===== src/rtl/spi_rx_idle_timer.sv =====
// Idle watchdog: counts cycles without a kick while enabled and flags expiry
// on the TIMEOUT_CYCLES-th consecutive idle cycle.
module spi_rx_idle_timer #(
    parameter int unsigned TIMEOUT_CYCLES = 4096
) (
    input  logic clk,
    input  logic rst,
    input  logic enable,
    input  logic kick,
    output logic expire
);

    localparam int unsigned IDLE_W = $clog2(TIMEOUT_CYCLES + 1);

    logic [IDLE_W-1:0] idle_cnt;

    // idle_cnt holds the number of idle cycles already seen, so the current
    // idle cycle is the last allowed one when it equals TIMEOUT_CYCLES-1.
    assign expire = enable && !kick && (idle_cnt == IDLE_W'(TIMEOUT_CYCLES - 1));

    always_ff @(posedge clk or posedge rst) begin
        if (rst) begin
            idle_cnt <= '0;
        end else if (!enable || kick || expire) begin
            idle_cnt <= '0;
        end else begin
            idle_cnt <= idle_cnt + IDLE_W'(1);
        end
    end

endmodule


===== config.mk =====
export PLATFORM = sky130hd
export DESIGN_NAME = spi_rx_idle_timer
export DESIGN_NICKNAME = d
export VERILOG_FILES = /design/src/rtl/spi_rx_idle_timer.sv
export SDC_FILE = /design/constraint.sdc
export NUM_CORES = 1
export LEC_CHECK = 0
export CORE_AREA = 2 2 41 43
export CTS_CLUSTER_SIZE = 10
export DETAILED_ROUTE_END_ITERATION = 8
export DIE_AREA = 0 0 43 45
export PLACE_DENSITY_LB_ADDON = 0.05
export SYNTH_ARGS = -nofsm -noshare
export SYNTH_HDL_FRONTEND = slang
export SYNTH_SLANG_ARGS = --single-unit

===== constraint.sdc =====
create_clock -name clk -period 3.22 [get_ports clk]
set_input_delay 0.322 -clock clk [delete_from_list [all_inputs] [get_ports clk]]
set_output_delay 0.322 -clock clk [all_outputs]
set_load 0.02 [all_outputs]

==> results.ini <==
[critical_path]
worstSetupEndpointType=output port
worst_ep_arrival_time_ns=2.26
required_ns=2.90
worstPathCellList=ha_1, nand2_1, or4_4, nor3_1, clkdlybuf4s50_1
cp_slowest_cell=clkdlybuf4s50_1
crit_fanout=3
crit_path_max_incr_delay_ns=0.63
crit_type=reg2out
cp-start-kind=flip-flop

[final_layout]
largest_reg_flops=13
largest-register=idle_cnt
areaGrowthSynthToFinish_pct=13.80
nNetsFinal=75
drive_gt1_share_pct=10.14
num-fill-cells=144
reg.largest.list=idle_cnt x13
antenna_cells=0
fin_cells=85
utilization_pct=48.38

[synth]
syn_inst=61
netlist.top_cell.by_area=dfrtp_1
yosysSeqAreaShare_pct=52.00
yosysWarningCount=0
syn_area_sq_um=625.6
synth_nets=66
avgSynthCellArea_sq_um=10.26
synth-seq-cells=13
synth_top_area_share_pct=52.00
synthTopCellsByArea=dfrtp_1, xnor2_1, nor2_1, nor3_1, nand4_4
synth.distinct_cells=17

[outcome]
status=completed

[global_route]
grt_max_degree=14
gr-usage-all-layers_pct=12.39
grt-ovfl-total=0
grt_pass1_vias=369
antenna_found_initial=0
grt_pass1_wl_um=1676

[clock_tree]
clockBufferDepth=2
cts-root-buf=clkbuf_4
tritoncts=yes
worstSkewPairLatency_ns=0.28
cts_buffers=3
htreeDepth=1
cts_sinks=13
clk_pin_slew_ns=0.08
cts_resized=0
postCtsSetupBuffers=0
cts_hold_buf=0

[sta]
fin_crit_sh_pct=80.31
max-slew-margin-rel_pct=67.57
max_freq_mhz=386.7
worst_slew_pin_slew_ns=0.4859
fin_ws_ns=0.6339
final-hold-violation-count=0
fin_crit_ns=2.586
finClkSkew_ns=0.005041
tns_ns=0
maxSlewViolCount=0
setup_violations=0
whs_ns=0.3522
rsz0062_at_grt=no

[power]
ir_drop_v=0.0002684
seqPwrFrac_pct=58.8
power.density_nw_per_um2=394.2
clockPowerShare_pct=36.5
p_comb_share_pct=4.7
p_leak_nw=0.2968
swShare_pct=22.46
p_sw_mw=0.06304
p_int_mw=0.2176

[floorplanning]
die_h_um=45
die_w_um=43
start_util_pct=42.52
row_count=14
die_area_sq_um=1935
core_area_sq_um=1471
ios=5

[routing]
wire_per_inst_um=12.14
antenna_left=0
viasPerCell=4.894
first_pass_iters=5
vias=416
drcViolationCount=0
drt-initial-drc-count=5
wl_um=1032

[placement]
detailedPlace.worstSlack_ns=0.9160
dp_cells=81
hpwl_um=760.7
routabilityCongestion=0.7998
io_buffers=4

[flow_run]
cap_violations=0

[hold_path]
hp-class=in2async

[worst max-delay path: cells and delay by family, from the launching register on]
family | cells | cell delay [ns]
adders and majority gates | 1 | 0.20
buffers and inverters | 1 | 0.63
and+or+nand+nor | 3 | 0.79
DFF | 1 | 0.37
[through the flow]
stage	total power, mW	instance area (sq um)
2_1_floorplan	0.1756	625.6
3_3_place_gp	0.1819	685.7
3_5_place_dp	0.1820	685.7
4_1_cts	0.2848	711.9
5_1_grt	0.2921	711.9
6_report	0.2806	711.9
[worst paths after layout]
kind	from	end	slack (ns)	cells past startpoint
worst min register to register	idle_cnt[0]	idle_cnt[0]	0.46	1
worst max register to register	idle_cnt[0]	idle_cnt[9]	1.51	5
worst max-delay path	idle_cnt[0]	expire	0.63	5
worst min-delay path	rst	idle_cnt[2]	0.35	2
min in group clk	idle_cnt[0]	idle_cnt[0]	0.46	1
max in group asynchronous	rst	idle_cnt[7]	2.53	2
[cell families after synthesis]
family | synth area share (%)
compound gates | 2.601
xor+xnor | 14.00
fa+ha+maj | 2.000
buf+inv | 2.399
flops | 52.00
simple gates | 27.00
[synth_stat cells]
cell / n
nand4_1: 1
and3_1: 1
nand2b_1: 1
xor2_1: 2
or4_4: 1
xnor2_1: 8
nor3_1: 5
nor2_1: 14
inv_1: 4
ha_1: 1
o21ai_4: 1
and3_2: 1
nor2b_1: 1
nand2_1: 3
nand4_4: 1
nand3_1: 3
dfrtp_1: 13
[power groups by stage]
stage | sequential, mW | combinational [mW] | clock, mW
finish | 0.165 | 0.0130 | 0.103
global route | 0.165 | 0.0153 | 0.112
CTS | 0.165 | 0.0137 | 0.106
detailed placement | 0.168 | 0.0136 | 0
global placement | 0.168 | 0.0136 | 0
floorplan | 0.168 | 0.00747 | 0
[per-layer routing]
layer / routed length (um) / vias up / share of wire (%) / GRT usage, %
met5: 0 / - / 0 / 0
met4: 15 / 0 / 1.5 / 7.273
met3: 37 / 2 / 3.6 / 4.800
met2: 461 / 8 / 45 / 17.27
met1: 518 / 190 / 50 / 16.41
li1: - / 216 / - / -
[placed cells by master (no fill, tap or decap), types with 2 or more instances in the layout]
master and count:
nor2_1 14, dfrtp_1 13, xnor2_1 8, nor3_1 5, inv_1 4, clkdlybuf4s50_1 4, nand2_1 3, nand3_1 3
clkbuf_4 3, xor2_1 2
[cell type report]
| type | count | area, sq um | area share [%] |
|---|---|---|---|
| timing repair buffer | 4 | 40.04 | 5.624 |
| sequential | 13 | 325.3 | 45.69 |
| multi-input combinational | 44 | 285.3 | 40.07 |
| clock buffer | 4 | 26.28 | 3.691 |
| tap | 16 | 20.02 | 2.812 |
| inverter | 4 | 15.01 | 2.109 |
Power figures use the tool's default switching activity.
